## src/rtl/alu_op_sequencer.sv

```systemverilog
// alu_op_sequencer: multi-cycle strobe and result write-enable sequencer for the 32-bit ALU.
// Optional build macro ALU_SEQ_DIVZERO_EN: DIV accepted with B == 0 completes at once with an error.
module alu_op_sequencer #(
  parameter int SETTLE_CYC = 1,
  parameter int MUL_WAIT   = 2,
  parameter int DIV_HOLD   = 2
) (
  input  logic        clk,
  input  logic        reset,
  input  logic        start,
  input  logic [4:0]  opcode,
  input  logic        b_is_zero,
  output logic [12:0] op_sel,
  output logic        busy,
  output logic        done,
  output logic        err,
  output logic        lo_we,
  output logic        hi_we
);

  // state  | meaning
  // IDLE   | waiting for start; only state that samples start/opcode
  // ISSUE  | strobing op_sel[opc]; 1 cycle, DIV_HOLD cycles for DIV
  // WAIT   | strobes off, letting the registered ALU result settle
  // DONE   | one-cycle completion: done, plus write enables or err
  localparam logic [1:0] ST_IDLE  = 2'd0;
  localparam logic [1:0] ST_ISSUE = 2'd1;
  localparam logic [1:0] ST_WAIT  = 2'd2;
  localparam logic [1:0] ST_DONE  = 2'd3;

  localparam logic [4:0] OP_MUL  = 5'd11;
  localparam logic [4:0] OP_DIV  = 5'd12;
  localparam logic [4:0] OP_LAST = 5'd12;

  // The counter holds "cycles remaining minus one", so terminal count is zero.
  localparam logic [3:0] SETTLE_LD = 4'(SETTLE_CYC - 1);
  localparam logic [3:0] MUL_LD    = 4'(MUL_WAIT - 1);
  localparam logic [3:0] DIV_LD    = 4'(DIV_HOLD - 1);

  if (SETTLE_CYC < 1 || SETTLE_CYC > 15) begin : g_bad_settle
    $error("SETTLE_CYC must be in 1..15");
  end
  if (MUL_WAIT < 1 || MUL_WAIT > 15) begin : g_bad_mul
    $error("MUL_WAIT must be in 1..15");
  end
  if (DIV_HOLD < 1 || DIV_HOLD > 15) begin : g_bad_div
    $error("DIV_HOLD must be in 1..15");
  end

  logic [1:0] state_q, state_d;
  logic [4:0] opc_q, opc_d;
  logic       err_q, err_d;
  logic [3:0] cnt_q, cnt_d;
  logic       div_by_zero;

`ifdef ALU_SEQ_DIVZERO_EN
  assign div_by_zero = (opcode == OP_DIV) && b_is_zero;
`else
  logic unused_b_is_zero;
  assign div_by_zero      = 1'b0;
  assign unused_b_is_zero = b_is_zero;
`endif

  always_comb begin
    state_d = state_q;
    opc_d   = opc_q;
    err_d   = err_q;
    cnt_d   = cnt_q;
    case (state_q)
      ST_IDLE: begin
        if (start) begin
          opc_d = opcode;
          err_d = 1'b0;
          if (opcode > OP_LAST || div_by_zero) begin
            err_d   = 1'b1;
            state_d = ST_DONE;
          end else begin
            state_d = ST_ISSUE;
            cnt_d   = (opcode == OP_DIV) ? DIV_LD : 4'd0;
          end
        end
      end
      ST_ISSUE: begin
        if (cnt_q == 4'd0) begin
          state_d = ST_WAIT;
          cnt_d   = (opc_q == OP_MUL) ? MUL_LD : SETTLE_LD;
        end else begin
          cnt_d = cnt_q - 4'd1;
        end
      end
      ST_WAIT: begin
        if (cnt_q == 4'd0) begin
          state_d = ST_DONE;
        end else begin
          cnt_d = cnt_q - 4'd1;
        end
      end
      ST_DONE: begin
        state_d = ST_IDLE;
        cnt_d   = 4'd0;
      end
      default: begin
        state_d = ST_IDLE;
        cnt_d   = 4'd0;
      end
    endcase
  end

  always_ff @(posedge clk or posedge reset) begin
    if (reset) begin
      state_q <= ST_IDLE;
      opc_q   <= 5'd0;
      err_q   <= 1'b0;
      cnt_q   <= 4'd0;
    end else begin
      state_q <= state_d;
      opc_q   <= opc_d;
      err_q   <= err_d;
      cnt_q   <= cnt_d;
    end
  end

  // Outputs decode only registered state, so start never reaches them combinationally.
  always_comb begin
    op_sel = 13'd0;
    if (state_q == ST_ISSUE) begin
      op_sel = 13'd1 << opc_q;
    end
    busy  = (state_q != ST_IDLE);
    done  = (state_q == ST_DONE);
    err   = done && err_q;
    lo_we = done && !err_q;
    hi_we = done && !err_q && ((opc_q == OP_MUL) || (opc_q == OP_DIV));
  end

endmodule

```

## config.mk

```make
export PLATFORM = sky130hd
export DESIGN_NAME = alu_op_sequencer
export DESIGN_NICKNAME = d
export VERILOG_FILES = /design/src/rtl/alu_op_sequencer.sv
export SDC_FILE = /design/constraint.sdc
export NUM_CORES = 1
export LEC_CHECK = 0
export CORE_UTILIZATION = 30
export DETAILED_ROUTE_END_ITERATION = 6
export GPL_TIMING_DRIVEN = 0
export HOLD_SLACK_MARGIN = 0.12
export PLACE_DENSITY = 0.52
export SLEW_MARGIN = 20
export SYNTH_ARGS = -nofsm -noshare
export SYNTH_HDL_FRONTEND = slang
export SYNTH_SLANG_ARGS = --single-unit
```

## constraint.sdc

```tcl
create_clock -name clk -period 2.7 [get_ports clk]
set_input_delay 0.54 -clock clk [delete_from_list [all_inputs] [get_ports clk]]
set_output_delay 0.54 -clock clk [all_outputs]
set_load 0.01 [all_outputs]
```

## Yosys cells after proc, flatten, opt, wreduce, memory -nomap -nowiden

Index checks and enable logic that the tools add are counted.

| word-level totals | value |
|---|---|
| bits in registers | 12 |
| output and inout bits | 18 |

| operators by class | value |
|---|---|
| add/sub/neg operators | 1 |
| $lt $le $gt $ge | 1 |
| equal/unequal tests | 11 |
| shift-type cells | 1 |
| muxes and demuxes | 14 |
| reductions and logical operators | 11 |

Operator list:

| cell | number |
|---|---|
| 2-to-1 mux 4 bit | 4 |
| one-hot mux 4 bit (4 select lines) | 1 |
| equality test 5 x 4 -> 1 bit, second input constant | 3 |
| 2-to-1 mux 13 bit | 1 |
| << shifter 1 x 5 -> 13 bit, first input constant | 1 |
| != test 2 bit, second input constant | 5 |
| 2-to-1 mux 2 bit | 4 |
| one-hot mux 2 bit (4 select lines) | 1 |
| AND reduction 3 bit | 2 |
| greater-than comparator 5 x 4 -> 1 bit, second input constant | 1 |
| equality test 2 bit, second input constant | 2 |
| logical NOT 4 bit | 1 |
| subtractor 4 x 1 -> 4 bit, second input constant | 1 |
| logical AND 1 bit | 3 |
| 2-to-1 mux 1 bit | 3 |
| equality test 2 x 1 -> 1 bit, second input constant | 1 |
| logical NOT 2 bit | 1 |
| AND reduction 2 bit | 1 |
| nonzero test 2 bit | 1 |
| logical NOT 1 bit | 1 |
| logical OR 1 bit | 1 |

## Logic depth before layout (Yosys ltp)

| depth | value |
|---|---|
| depth after elaboration | 5 |
| depth in mapped cells | 6 |

## Worst setup path after synthesis

Ideal clock, no wire load.

| path | value |
|---|---|
| path type | register -> output |
| from | register state_q[1] |
| to | output hi_we |
| data arrival time | 1.336 ns |
| required time | 2.160 ns |
| path slack | 0.824 ns |
| cell stages (with the launch flop) | 4 |
| path buffers | 0 |
| path through | dfrtp_1 ha_1 nor2b_1 nor4bb_1 |

| between the ends | value |
|---|---|
| word-level cells in the longest chain between the ends | 3 |

Ends and longest elaborated chain:

| element | line | text |
|---|---|---|
| start, declared | 50 | `logic [1:0] state_q, state_d;` |
| start signal, assigned | 116 | `state_q <= state_d;` |
| equality test 2 bit | 130 | `done = (state_q == ST_DONE);` |
| via done | 15 | `output logic done,` |
| logical AND 1 bit | n/a |  |
| via lo_we | 17 | `output logic lo_we,` |
| logical AND 1 bit | 133 | `hi_we = done && !err_q && ((opc_q == OP_MUL) \|\| (opc_q == OP_DIV));` |
| end, declared | 18 | `output logic hi_we` |

The timed path passes the listed nets, and every way through them passes these cells.

## Worst setup path in the final report

| path | value |
|---|---|
| from | register state_q[1] |
| to | output op_sel[7] |

| between the ends | value |
|---|---|
| word-level cells in the longest chain between the ends | 2 |

Ends and longest elaborated chain:

| element | line | text |
|---|---|---|
| equality test 2 x 1 -> 1 bit | 126 | `if (state_q == ST_ISSUE) begin` |
| 2-to-1 mux 13 bit | 126 |  |
| end, declared | 13 | `output logic [12:0] op_sel,` |

No other way between the ends.

==> flow_summary.toml <==
[sta]
rsz0062_at_grt = "no"
final.min_clock_period_ns = 2.567
period_share_pct = 95.07
skew_ns = 0.0005031
report.final.setup_viol = 0
relSlewSlack_pct = 67.97
slew_violations = 0
setup_tns_ns = 0
hold_violations = 0
fmax_mhz = 389.6
worst_slew_pin_slew_ns = 0.4800

[layout]
multi_input_area_um2 = 513.0
n_antenna_cell = 0
syn_to_final_growth_pct = 40.03
fin_nets = 137
num-fill-cells = 255
design_area_um2 = 1169
fin_util_pct = 45.92
drive_gt1_share_pct = 10.83
seq_area_um2 = 300.3

[critical_path]
ff2ff_setup_slack_ns = 0.85
ff2ff_path_depth = 6
startpoint_type = "register"
critPathArrivalTime_ns = 2.03
cp-end-kind = "output port"
critPathMaxFanout = 4
timing.rr.end = "cnt_q[3]$_DFFE_PP0P_"
cp.required_ns = 2.16
path_class = "register to output port"
reg2reg_from = "state_q[0]$_DFFE_PP0P_"

[yosys]
synthAdderAreaFrac_pct = 10.49
avgSynthCellArea_um2 = 9.171
ys_warn_count = 0
syn-instance-count = 91
synth_top_area_share_pct = 35.98
yosys.area_share.simple_pct = 29.84
yosys-top-cells-count = "15 x nor2_1, 12 x dfrtp_1, 7 x ha_1, 7 x inv_1"
synth-edff-count = 0
yosysMostFrequentCell = "nor2_1"
syn_nets = 107
synth_flop_cell = "dfrtp_1"
synth_area_um2 = 834.6
ys_top_cells_by_area = "dfrtp_1 36%, ha_1 10%, mux2_2 6.7%, nor2_1 6.7%, inv_1 3.1%"
async_flop_share_pct = 100.0
synth-compound-area-share_pct = 12.44
synth_top_area_cell = "dfrtp_1"
synth_mux_area_share_pct = 8.096
synth_top_family_by_area = "simple AND/OR/NAND/NOR gates"
synthXorXnorAreaFrac_pct = 0
synth-seq-area-share_pct = 35.98
ys_ff_latch = 12
synth_cell_types = 33

[worst_hold_path]
hold_depth = 2
hp-class = "register to register"
min_from = "err_q$_DFFE_PP0P_"
whs_endpoint = "err_q$_DFFE_PP0P_"

[floorplanning]
io_pins = 27
die_w_um = 54.75
core_um2 = 2545
rows = 18
initial_core_util_pct = 32.79
die_area_um2 = 2997
chipHeight_um = 54.75

[clock_network]
clock_latency_ns = 0.26
htreeDepth = 1
root_buffer = "clkbuf_4"
postCtsSetupBuffers = 0
cts_buffers = 3
tritoncts = "yes"
cts_sinks = 12
hold_buffers = 0
clk_path_buf_depth = 2
clk_pin_slew_ns = 0.08

[run_status]
outcome = "completed"

[flow_run]
maxCapViolations = 0

[placement]
numPortBuffers = 25
placed_cell_area_um2 = 1122
gp_congestion = 0.6811
post-dp-hpwl_um = 1514

[global_routing]
antenna_found_initial = 0
grt_pass1_vias = 698
grt_pass1_wl_um = 3070
grt_max_degree = 13
grt_util_all_layers_pct = 14.58
grt-ovfl-total = 0

[routing]
firstDrtPassIters = 4
drcViolationCount = 0
num_vias = 756
ant_nets = 0
vias_per_cell = 5.040
routedWlPerCell_um = 12.67
drt-initial-drc-count = 7
wirelength_um = 1900

[power_and_ir_drop]
ir_drop_mv = 0.5257
total_power_mw = 1.134
power_density_nw_per_um2 = 970.5
leakage_nw = 0.5222
## worst max-delay path: stages (launching register included)
cell             delay [ns]
dfrtp_1                0.42
inv_1                  0.12
ha_2                   0.22
nor2b_2                0.18
nand3b_1               0.16
nor2_1                 0.12
clkdlybuf4s50_1        0.54
## routing by layer
layer / GRT usage [%] / share of wire, % / vias up
met3: 3.889 / 6.7 / 2
li1: - / - / 388
met5: 0 / 0 / -
met4: 3.846 / 0.53 / 0
met1: 18.82 / 47 / 348
met2: 23.69 / 46 / 18
## where the power goes
part           internal (mW)  switching (mW)  leakage [nW]
sequential             0.259          0.0958         0.149
combinational          0.329           0.311         0.352
clock                 0.0817          0.0579        0.0210
## kinds of logic (layout without fill, tap and decap cells)
| logic type | count (synthesis) | count (layout) |
|---|---|---|
| AND/OR/NAND/NOR | 44 | 44 |
| AO/OA/AOI/OAI | 15 | 15 |
| flip-flops | 12 | 12 |
| adder cells (fa/ha/maj) | 7 | 7 |
| buffers and inverters | 7 | 36 |
| multiplexers | 6 | 6 |
## worst max path at each step
stage / startpoint / endpoint / slack [ns] / depth (start not counted)
after floorplan: state_q[1]$_DFFE_PP0P_ / hi_we / 0.82 / 3
after global placement: state_q[1]$_DFFE_PP0P_ / op_sel[4] / 0.32 / 6
after detailed placement: state_q[1]$_DFFE_PP0P_ / op_sel[4] / 0.29 / 6
after CTS: state_q[1]$_DFFE_PP0P_ / op_sel[4] / 0.03 / 6
after global routing: state_q[1]$_DFFE_PP0P_ / op_sel[8] / 0.005 / 5
final: state_q[1]$_DFFE_PP0P_ / op_sel[7] / 0.13 / 6
## state kept, by name, summed over array words and instances (netlist names)
register  count
err_q         1
state_q       2
opc_q         5
cnt_q         4
## area by class of cell
type,count,share of cell area [%]
multi-input cells,72,43.90
repair buffers,25,21.84
flip-flops and latches,12,25.70
inverters,7,2.248
well taps,30,3.212
clock buffers,4,3.105
## metrics by stage
step           cells  hold WS [ns]  worst slack [ns]
6_report         150        0.5160            0.1332
5_1_grt          150        0.5388          0.004544
4_1_cts          150        0.5146           0.03292
3_5_place_dp     146        0.4965            0.2916
3_3_place_gp     146        0.4871            0.3161
2_1_floorplan     91        0.4047            0.8238
## repair_timing
action                     in CTS  in global routing
pin swaps                       0                  0
gates resized for setup         1                  3
setup endpoints to repair       1                  4
## cell usage in the layout (no fill, tap or decap), drive strengths merged
cell type / instances
o21bai: 2
or4b: 1
nor4bb: 1
a21oi: 2
o221ai: 1
nor3b: 1
and2: 2
nor4b: 1
clkdlybuf4s50: 23
mux2: 6
o2bb2ai: 2
dfrtp: 12
nand2b: 2
clkbuf: 4
o22ai: 1
nand4bb: 1
nand2: 5
nor2b: 2
a31oi: 1
nand4: 1
a211oi: 1
ha: 7
or3b: 2
and4: 1
nand3b: 1
dlymetal6s2s: 2
o21ai: 2
o211ai: 1
nor3: 5
or2: 1
inv: 7
nor2: 15
or3: 2
a21o: 2
Power figures use the tool's default switching activity.
